## config.mk

```make
export PLATFORM = sky130hd
export DESIGN_NAME = boot_loader
export DESIGN_NICKNAME = d
export VERILOG_FILES = /design/src/rtl/loader_pkg.sv /design/src/rtl/byte_packer.sv /design/src/rtl/boot_loader.sv
export SDC_FILE = /design/constraint.sdc
export NUM_CORES = 1
export LEC_CHECK = 0
export CAP_MARGIN = 10
export CORE_MARGIN = 4
export CORE_UTILIZATION = 25
export CTS_CLUSTER_SIZE = 16
export DETAILED_ROUTE_END_ITERATION = 8
export GPL_ROUTABILITY_DRIVEN = 1
export GPL_TIMING_DRIVEN = 0
export SLEW_MARGIN = 0
export SYNTH_ARGS = -nofsm -noshare
export SYNTH_HDL_FRONTEND = slang
export SYNTH_SLANG_ARGS = --single-unit
```

## constraint.sdc

```tcl
create_clock -name clk -period 5.05 [get_ports clk]
set_input_delay 0.505 -clock clk [delete_from_list [all_inputs] [get_ports clk]]
set_output_delay 0.505 -clock clk [all_outputs]
set_load 0.02 [all_outputs]
```

## src/rtl/loader_pkg.sv

```systemverilog
// -----------------------------------------------------------------------------
// loader_pkg
// Shared definitions for the boot loader: the loader state encoding and the
// fixed size of the word-count header that precedes every image.
// -----------------------------------------------------------------------------
package loader_pkg;

    typedef enum logic [2:0] {
        LD_HEADER,
        LD_PAYLOAD,
        LD_CHECK,
        LD_RUN,
        LD_ERROR
    } loader_state_t;

    localparam int HEADER_BYTES = 4;

endpackage

```

## src/rtl/byte_packer.sv

```systemverilog
// -----------------------------------------------------------------------------
// byte_packer
// Assembles a stream of bytes into WORD_BYTES-wide words. With BIG_ENDIAN the
// first byte of a word ends up in the most significant byte, otherwise in the
// least significant byte.
//
// Ports:
//   clk        - clock, rising edge
//   reset      - asynchronous active-high reset
//   clear      - synchronous clear, drops any partially assembled word
//   byte_valid - byte_in is consumed this cycle
//   byte_in    - incoming byte
//   word_done  - combinational: this byte completes a word
//   word_out   - combinational: the word including this cycle's byte
// -----------------------------------------------------------------------------
module byte_packer #(
    parameter int WORD_BYTES = 4,
    parameter bit BIG_ENDIAN = 1'b1
) (
    input  logic                    clk,
    input  logic                    reset,
    input  logic                    clear,
    input  logic                    byte_valid,
    input  logic [7:0]              byte_in,
    output logic                    word_done,
    output logic [8*WORD_BYTES-1:0] word_out
);

    localparam int WORD_W = 8 * WORD_BYTES;
    localparam int IDX_W  = (WORD_BYTES > 1) ? $clog2(WORD_BYTES) : 1;

    logic [WORD_W-1:0] shift_reg;
    logic [WORD_W-1:0] shift_next;
    logic [IDX_W-1:0]  byte_idx;
    logic              last_byte;

    // Big-endian shifts left and appends at the bottom; little-endian shifts
    // right and inserts at the top, so the first byte drifts down to the LSB.
    always_comb begin
        if (BIG_ENDIAN) begin
            shift_next = (shift_reg << 8) | WORD_W'(byte_in);
        end else begin
            shift_next = (shift_reg >> 8) | (WORD_W'(byte_in) << (8 * (WORD_BYTES - 1)));
        end
    end

    assign last_byte = (byte_idx == IDX_W'(WORD_BYTES - 1));
    assign word_done = byte_valid && last_byte;
    assign word_out  = shift_next;

    always_ff @(posedge clk or posedge reset) begin
        if (reset) begin
            shift_reg <= '0;
            byte_idx  <= '0;
        end else if (clear) begin
            shift_reg <= '0;
            byte_idx  <= '0;
        end else if (byte_valid) begin
            shift_reg <= shift_next;
            byte_idx  <= last_byte ? '0 : byte_idx + IDX_W'(1);
        end
    end

endmodule

```

## src/rtl/boot_loader.sv

```systemverilog
// -----------------------------------------------------------------------------
// boot_loader
// Receives a framed program image from the RX FIFO (big-endian 32-bit word
// count, payload bytes, optional 8-bit additive checksum), packs the payload
// into instruction words, writes them to consecutive instruction-memory
// addresses and raises in_execution once the image is complete and verified.
//
// Ports:
//   clk, reset      - clock and asynchronous active-high reset
//   restart         - synchronous pulse, abandons the load and waits for a header
//   rx_valid/rx_data- head byte of the RX FIFO
//   rx_pop          - combinational, head byte consumed this cycle
//   write_enable    - registered one-cycle instruction-memory write strobe
//   write_address   - registered word address
//   write_data      - registered packed word
//   in_execution    - registered, image loaded and verified
//   load_error      - registered, oversize header or checksum mismatch
//   words_loaded    - registered count of words written (one extra bit so a
//                     full 2^ADDR_WIDTH image does not wrap)
// -----------------------------------------------------------------------------
module boot_loader #(
    parameter int WORD_BYTES = 4,
    parameter int ADDR_WIDTH = 16,
    parameter bit BIG_ENDIAN = 1'b1,
    parameter bit CHECKSUM   = 1'b1
) (
    input  logic                    clk,
    input  logic                    reset,
    input  logic                    restart,
    input  logic                    rx_valid,
    input  logic [7:0]              rx_data,
    output logic                    rx_pop,
    output logic                    write_enable,
    output logic [ADDR_WIDTH-1:0]   write_address,
    output logic [8*WORD_BYTES-1:0] write_data,
    output logic                    in_execution,
    output logic                    load_error,
    output logic [ADDR_WIDTH:0]     words_loaded
);

    import loader_pkg::*;

    localparam int          HDR_W     = 8 * HEADER_BYTES;
    localparam int          HC_W      = $clog2(HEADER_BYTES);
    localparam logic [32:0] MAX_WORDS = 33'(1) << ADDR_WIDTH;

    loader_state_t             state;
    logic [HDR_W-9:0]          header_shift;
    logic [HDR_W-1:0]          header_next;
    logic [HC_W-1:0]           header_cnt;
    logic [ADDR_WIDTH:0]       word_target;
    logic [ADDR_WIDTH:0]       words_next;
    logic [7:0]                sum;
    logic                      packer_valid;
    logic                      word_done;
    logic [8*WORD_BYTES-1:0]   packed_word;

    // restart takes priority over the FIFO so a byte present during restart
    // stays in the FIFO and becomes the first header byte afterwards.
    assign rx_pop = rx_valid && !restart &&
                    (state inside {LD_HEADER, LD_PAYLOAD, LD_CHECK});

    assign packer_valid = rx_pop && (state == LD_PAYLOAD);
    assign header_next  = {header_shift, rx_data};
    assign words_next   = words_loaded + (ADDR_WIDTH + 1)'(1);

    byte_packer #(
        .WORD_BYTES (WORD_BYTES),
        .BIG_ENDIAN (BIG_ENDIAN)
    ) u_packer (
        .clk        (clk),
        .reset      (reset),
        .clear      (restart),
        .byte_valid (packer_valid),
        .byte_in    (rx_data),
        .word_done  (word_done),
        .word_out   (packed_word)
    );

    // Loader FSM with all outputs registered. The header count is compared on
    // a 33-bit scale so a count of exactly 2^ADDR_WIDTH is accepted. The
    // words-loaded counter doubles as the write address of the next word.
    always_ff @(posedge clk or posedge reset) begin
        if (reset) begin
            state         <= LD_HEADER;
            header_shift  <= '0;
            header_cnt    <= '0;
            word_target   <= '0;
            sum           <= '0;
            write_enable  <= 1'b0;
            write_address <= '0;
            write_data    <= '0;
            in_execution  <= 1'b0;
            load_error    <= 1'b0;
            words_loaded  <= '0;
        end else begin
            write_enable <= 1'b0;
            if (restart) begin
                state        <= LD_HEADER;
                header_shift <= '0;
                header_cnt   <= '0;
                word_target  <= '0;
                sum          <= '0;
                in_execution <= 1'b0;
                load_error   <= 1'b0;
                words_loaded <= '0;
            end else if (rx_pop) begin
                case (state)
                    LD_HEADER: begin
                        header_shift <= header_next[HDR_W-9:0];
                        header_cnt   <= header_cnt + HC_W'(1);
                        if (header_cnt == HC_W'(HEADER_BYTES - 1)) begin
                            header_cnt  <= '0;
                            word_target <= (ADDR_WIDTH + 1)'(header_next);
                            if ({1'b0, header_next} > MAX_WORDS) begin
                                state      <= LD_ERROR;
                                load_error <= 1'b1;
                            end else if (header_next == '0) begin
                                if (CHECKSUM) begin
                                    state <= LD_CHECK;
                                end else begin
                                    state        <= LD_RUN;
                                    in_execution <= 1'b1;
                                end
                            end else begin
                                state <= LD_PAYLOAD;
                            end
                        end
                    end
                    LD_PAYLOAD: begin
                        sum <= sum + rx_data;
                        if (word_done) begin
                            write_enable  <= 1'b1;
                            write_address <= words_loaded[ADDR_WIDTH-1:0];
                            write_data    <= packed_word;
                            words_loaded  <= words_next;
                            if (words_next == word_target) begin
                                if (CHECKSUM) begin
                                    state <= LD_CHECK;
                                end else begin
                                    state        <= LD_RUN;
                                    in_execution <= 1'b1;
                                end
                            end
                        end
                    end
                    LD_CHECK: begin
                        if (rx_data == sum) begin
                            state        <= LD_RUN;
                            in_execution <= 1'b1;
                        end else begin
                            state      <= LD_ERROR;
                            load_error <= 1'b1;
                        end
                    end
                    default: begin
                    end
                endcase
            end
        end
    end

endmodule

```

==> results of run 1 <==
[cell usage after synthesis, types with 2 or more instances]
cell type and count:
dfrtp_1 148, buf_1 5, o21ai_0 73, o41ai_1 3
clkbuf_2 2, ha_1 10, or3_1 2, nor3b_1 2
and3_1 8, nor2_1 30, xnor2_1 13, o31ai_1 9
a21oi_1 14, nor4_1 10, a41oi_1 2, mux2i_1 6
nor4_4 2, inv_1 7, mux2_2 2, and4_1 3
a31o_2 2, a31oi_1 2, nand3b_1 2, nand4_1 6
nor2b_1 6, clkbuf_1 33, a21o_1 2, xor2_1 13
nand2_1 291, nor3_1 9, nand2b_1 4, nand3_1 37
buf_2 12, and2_1 2
[cells by family (layout without fill, tap and decap cells)]
family	after synthesis	count (layout)	synth area share, %
buffers and inverters	60	171	3.492
DFF	148	148	53.29
muxes	8	8	1.188
adders and majority gates	11	11	2.088
and+or+nand+nor	420	420	26.61
xor gates and xnor gates	26	26	3.276
AOI/OAI and AO/OA	119	119	10.06
[report_power, final]
part	switching, mW	internal, mW	leakage, nW
registers	0.0266	1.21	2.05
logic	0.119	0.0596	1.82
clock network	0.558	0.742	0.282
[worst paths after layout]
kind,from,to,slack (ps),depth (start not counted)
worst min register to register,write_address[2]$_DFFE_PP0P_,write_address[2]$_DFFE_PP0P_,470,2
min in group asynchronous,reset,write_data[4]$_DFFE_PP0P_,550,2
max in group asynchronous,reset,words_loaded[13]$_DFFE_PP0P_,3670,3
worst max register to register,words_loaded[1]$_DFFE_PP0P_,state[0]$_DFFE_PP0P_,2160,7
worst min-delay path,write_address[2]$_DFFE_PP0P_,write_address[2]$_DFFE_PP0P_,470,2
worst max-delay path,restart,rx_pop,2000,5
[worst register-to-register path: stages, from the launching register on]
cell and delay [ps]:
dfrtp_1 560, ha_1 370, nand3_2 200, nor4_4 530
mux2_2 390, nor4_1 270, and4b_1 340, o21ai_0 100
[through the flow]
stage | util [%] | area [µm²]
after floorplan | - | 6950
after global placement | 30.20 | 8207
after detailed placement | 30.32 | 8239
after CTS | 32.51 | 8836
after global routing | 32.51 | 8836
final | 32.51 | 8836
[area by class of cell]
class                   instances  share of cell area (%)
inverters                       8                  0.3965
multi-input cells             584                   34.00
flip-flops and latches        148                   41.91
repair buffers                 80                   9.261
plain buffers                  52                   2.407
clock buffers                  17                   4.815
clock inverters                14                   1.940
well taps                     372                   5.268
[routing by layer]
| layer | global-route usage, % | share of wire (%) | wire length (µm) | vias to the layer above |
|---|---|---|---|---|
| met5 | 0 | 0 | 0 | - |
| met4 | 2.488 | 0.47 | 93 | 0 |
| met3 | 3.765 | 6.1 | 1221 | 10 |
| met2 | 20.02 | 44 | 8707 | 159 |
| met1 | 19.09 | 50 | 9837 | 2868 |
| li1 | - | - | - | 2844 |
==> results.sh, run 1 <==
export IMPL_arrival_ps=2550
export IMPL_coreArea_um2=27180
export IMPL_drc_errors=0
export IMPL_htree_levels=4
export IMPL_grt_pass1_wl_mm=32.62
export IMPL_worst_path_buf_inv=4
export IMPL_slew_violations=0
export IMPL_syn_inst=792
export IMPL_path_clk_slew_ps=70
export IMPL_numCtsBuffers=17
export IMPL_yosysSeqAreaShare_pct=53.29
export IMPL_cts_tree="yes"
export IMPL_period_share_pct=60.43
export IMPL_avgSynthCellArea_um2=8.776
export IMPL_drtIter0Drc=470
export IMPL_stdcell_count=1275
export IMPL_maxCapViolCount=0
export IMPL_ys_flop_type="dfrtp_1"
export IMPL_dieArea_um2=30530
export IMPL_crit_fanout=10
export IMPL_post_cts_resized=0
export IMPL_cts_setup_buffers=0
export IMPL_p_per_area_nw_per_um2=307.7
export IMPL_hold_path_class="reg2reg"
export IMPL_crit_family="buffers and inverters"
export IMPL_antennaDiodeCount=0
export IMPL_layout_common_cells="291 x nand2_1, 148 x dfrtp_1, 79 x clkdlybuf4s50_1"
export IMPL_largest_register_ffs=32
export IMPL_cp_end_kind="primary output"
export IMPL_fillers=2869
export IMPL_die_w_um=174.7
export IMPL_startpoint_type="input pin"
export IMPL_antenna_found_initial=0
export IMPL_status="finished, final reports clean"
export IMPL_rows=60
export IMPL_dr_pass1_iters=7
export IMPL_dp_cells=1244
export IMPL_pre_cts_ws_ps=1911
export IMPL_p_leak_nw=4.150
export IMPL_dieHeight_um=174.7
export IMPL_grt_pass1_vias=5920
export IMPL_vdd_drop_max_v=0.0001679
export IMPL_slowest_delay_ps=560
export IMPL_synth_area_leaders="dfrtp_1 53%, nand2_1 16%, o21ai_0 5.3%"
export IMPL_final_common_cell="nand2_1"
export IMPL_criticalPathCategory="in2out"
export IMPL_setup_violations=0
export IMPL_io_pins=81
export IMPL_synth_edf_count=0
export IMPL_synthToLayoutAreaGrowth_pct=27.13
export IMPL_hold_viol_final=0
export IMPL_grt_start_max_net_pins=77
export IMPL_ys_seq_elements=148
export IMPL_ys_async_sr_fraction_pct=100.0
export IMPL_wire_per_inst_um=15.58
export IMPL_seq_area_um2=3704
export IMPL_drive_above_1_share_pct=6.645
export IMPL_hpwl_mm=14.12
export IMPL_finClkSkew_ps=12.32
export IMPL_grtUsageTotal_pct=13.24
export IMPL_total_power_mw=2.718
export IMPL_cp_required_ps=4550
export IMPL_clockBufferDepth=2
export IMPL_root_buffer="clkbuf_16"
export IMPL_wl_mm=19.86
export IMPL_rsz0062_at_grt="false"
export IMPL_timing_fmax_mhz=327.7
export IMPL_cts_hold_buf=0
export IMPL_slowest_stage="clkdlybuf4s50_1"
export IMPL_grt_overflow_total=0
export IMPL_synth_top_area_share_pct=53.29
export IMPL_viasPerCell=4.613
export IMPL_synth_area_um2=6950
export IMPL_setup_slack_ps=1998
export IMPL_multi_input_comb_area_um2=3004
export IMPL_worst_pin_slew_ps=720.4
export IMPL_synth_top_area_cell="dfrtp_1"
export IMPL_slew_headroom_pct=51.98
export IMPL_route_vias_total=5881
export IMPL_worst_path_most_repeated_cell="clkdlybuf4s50_1"
export IMPL_ys_warn_count=0
export IMPL_cts_sinks=148
export IMPL_gp_congestion=0.8410
export IMPL_start_util_pct=25.58
export IMPL_finalNetCount=914
export IMPL_ant_nets=0
export IMPL_min_period_ps=3052
export IMPL_io_buffers=79
export IMPL_setup_tns_ps=0
export IMPL_syn_num_nets=815
export IMPL_synth_distinct_cells=54
export IMPL_whs_ps=472.1
export IMPL_path_cells="clkdlybuf4s50_1 -> clkbuf_1 -> clkinv_1 -> and3_1 -> clkdlybuf4s50_1"
export IMPL_worstSkewPairLatency_ps=430
Note: power is estimated with default switching activity, not from simulation.
==> run 2, diff against run 1 <==
==> constraint.sdc (replaced) <==
create_clock -name clk -period 3.2 [get_ports clk]
set_input_delay 0.32 -clock clk [delete_from_list [all_inputs] [get_ports clk]]
set_output_delay 0.32 -clock clk [all_outputs]
set_load 0.02 [all_outputs]
==> results.sh, run 2 (same netlist as run 1, synthesis figures left out) <==
export IMPL_rows=60
export IMPL_slew_headroom_pct=56.71
export IMPL_maxCapViolCount=0
export IMPL_grt_overflow_total=0
export IMPL_slew_violations=0
export IMPL_fillers=2854
export IMPL_dr_pass1_iters=5
export IMPL_r2r_end="state[0]$_DFFE_PP0P_"
export IMPL_cts_setup_buffers=0
export IMPL_ant_nets=0
export IMPL_p_leak_nw=4.177
export IMPL_crit_fanout=8
export IMPL_grtUsageTotal_pct=13.15
export IMPL_htree_levels=4
export IMPL_rsz0062_at_grt="false"
export IMPL_dp_cells=1247
export IMPL_finalNetCount=917
export IMPL_io_buffers=79
export IMPL_drtIter0Drc=454
export IMPL_gp_congestion=0.8554
export IMPL_cp_required_ps=3470
export IMPL_wl_mm=19.73
export IMPL_criticalPathCategory="reg2reg"
export IMPL_setup_violations=0
export IMPL_worstSkewPairLatency_ps=410
export IMPL_worst_pin_slew_ps=649.3
export IMPL_status="finished, final reports clean"
export IMPL_dieHeight_um=174.7
export IMPL_clockBufferDepth=2
export IMPL_antennaDiodeCount=0
export IMPL_r2r_start="words_loaded[1]$_DFFE_PP0P_"
export IMPL_synthToLayoutAreaGrowth_pct=27.99
export IMPL_grt_start_max_net_pins=42
export IMPL_hpwl_mm=14.42
export IMPL_hold_viol_final=0
export IMPL_hold_path_class="in2async"
export IMPL_startpoint_type="flop"
export IMPL_drive_above_1_share_pct=6.843
export IMPL_numCtsBuffers=17
export IMPL_seq_area_um2=3704
export IMPL_coreArea_um2=27180
export IMPL_root_buffer="clkbuf_16"
export IMPL_route_vias_total=5835
export IMPL_io_pins=81
export IMPL_finClkSkew_ps=8.186
export IMPL_layout_common_cells="291 x nand2_1, 148 x dfrtp_1, 79 x clkdlybuf4s50_1"
export IMPL_total_power_mw=4.307
export IMPL_p_per_area_nw_per_um2=484.1
export IMPL_vdd_drop_max_v=0.0003532
export IMPL_cts_sinks=148
export IMPL_path_clk_slew_ps=60
export IMPL_grt_pass1_vias=5770
export IMPL_r2r_cells=7
export IMPL_cp_end_kind="flop"
export IMPL_fin_util_pct=32.73
export IMPL_stdcell_count=1278
export IMPL_start_util_pct=25.58
export IMPL_multi_input_comb_area_um2=3004
export IMPL_setup_worst_path_start="words_loaded[1]$_DFFE_PP0P_"
export IMPL_viasPerCell=4.566
export IMPL_min_period_ps=2942
export IMPL_wire_per_inst_um=15.44
export IMPL_whs_ps=136.7
export IMPL_final_common_cell="nand2_1"
export IMPL_post_cts_resized=0
export IMPL_drc_errors=0
export IMPL_antenna_found_initial=0
export IMPL_timing_fmax_mhz=339.9
export IMPL_grt_pass1_wl_mm=32.42
export IMPL_dieArea_um2=30530
export IMPL_arrival_ps=3210
export IMPL_cts_hold_buf=0
export IMPL_cts_tree="yes"
export IMPL_rrSetupSlack_ps=260
export IMPL_period_share_pct=91.93
export IMPL_largest_register_ffs=32
export IMPL_die_w_um=174.7
-- run 2: area by class of cell --
class                           count  share of cell area, %
Multi-Input combinational cell    584                  33.77
Timing Repair Buffer               83                  9.789
Tap cell                          372                  5.232
Clock inverter                     11                  1.674
Inverter                            8                 0.3797
Clock buffer                       20                  5.134
Sequential cell                   148                  41.63
Buffer                             52                  2.391
-- run 2: worst max path at each step --
stage / endpoint / slack, ps / cells past startpoint
floorplan: state[0]$_DFFE_PP0P_ / 740 / 7
global placement: write_address[8]$_DFFE_PP0P_ / -430 / 2
detailed placement: words_loaded[8]$_DFFE_PP0P_ / 280 / 10
CTS: state[0]$_DFFE_PP0P_ / 290 / 7
global route: state[0]$_DFFE_PP0P_ / 60 / 7
finish: state[0]$_DFFE_PP0P_ / 260 / 7
-- run 2: power by group --
| group | switching, mW | internal, mW | leakage [nW] |
|---|---|---|---|
| Combinational | 0.189 | 0.101 | 1.84 |
| Clock | 0.792 | 1.27 | 0.289 |
| Sequential | 0.0417 | 1.92 | 2.05 |
| Total | 1.02 | 3.28 | 4.18 |
-- run 2: worst max-delay path, stage by stage (launching register included) --
cell and delay, ps:
dfrtp_1 550, ha_1 370, nand3_2 200, nor4_4 530, mux2_2 390, nor4_1 310
and4b_1 340, o21ai_0 110
-- run 2: routing by layer --
layer | part of all wire, % | track usage, % | up-vias
met3 | 5.5 | 3.354 | 9
met1 | 50 | 19.61 | 2821
li1 | - | - | 2859
met2 | 44 | 19.41 | 146
met5 | 0 | 0 | -
met4 | 0.66 | 2.455 | 0
-- run 2: stage by stage --
stage	cell area, µm²	worst slack, ps	setup TNS [ps]
final	8896	258.2	0
after global routing	8896	59.45	0
after CTS	8896	288.0	0
after detailed placement	8290	285.0	0
after global placement	8210	-425.4	-61730
after floorplan	6954	737.4	0
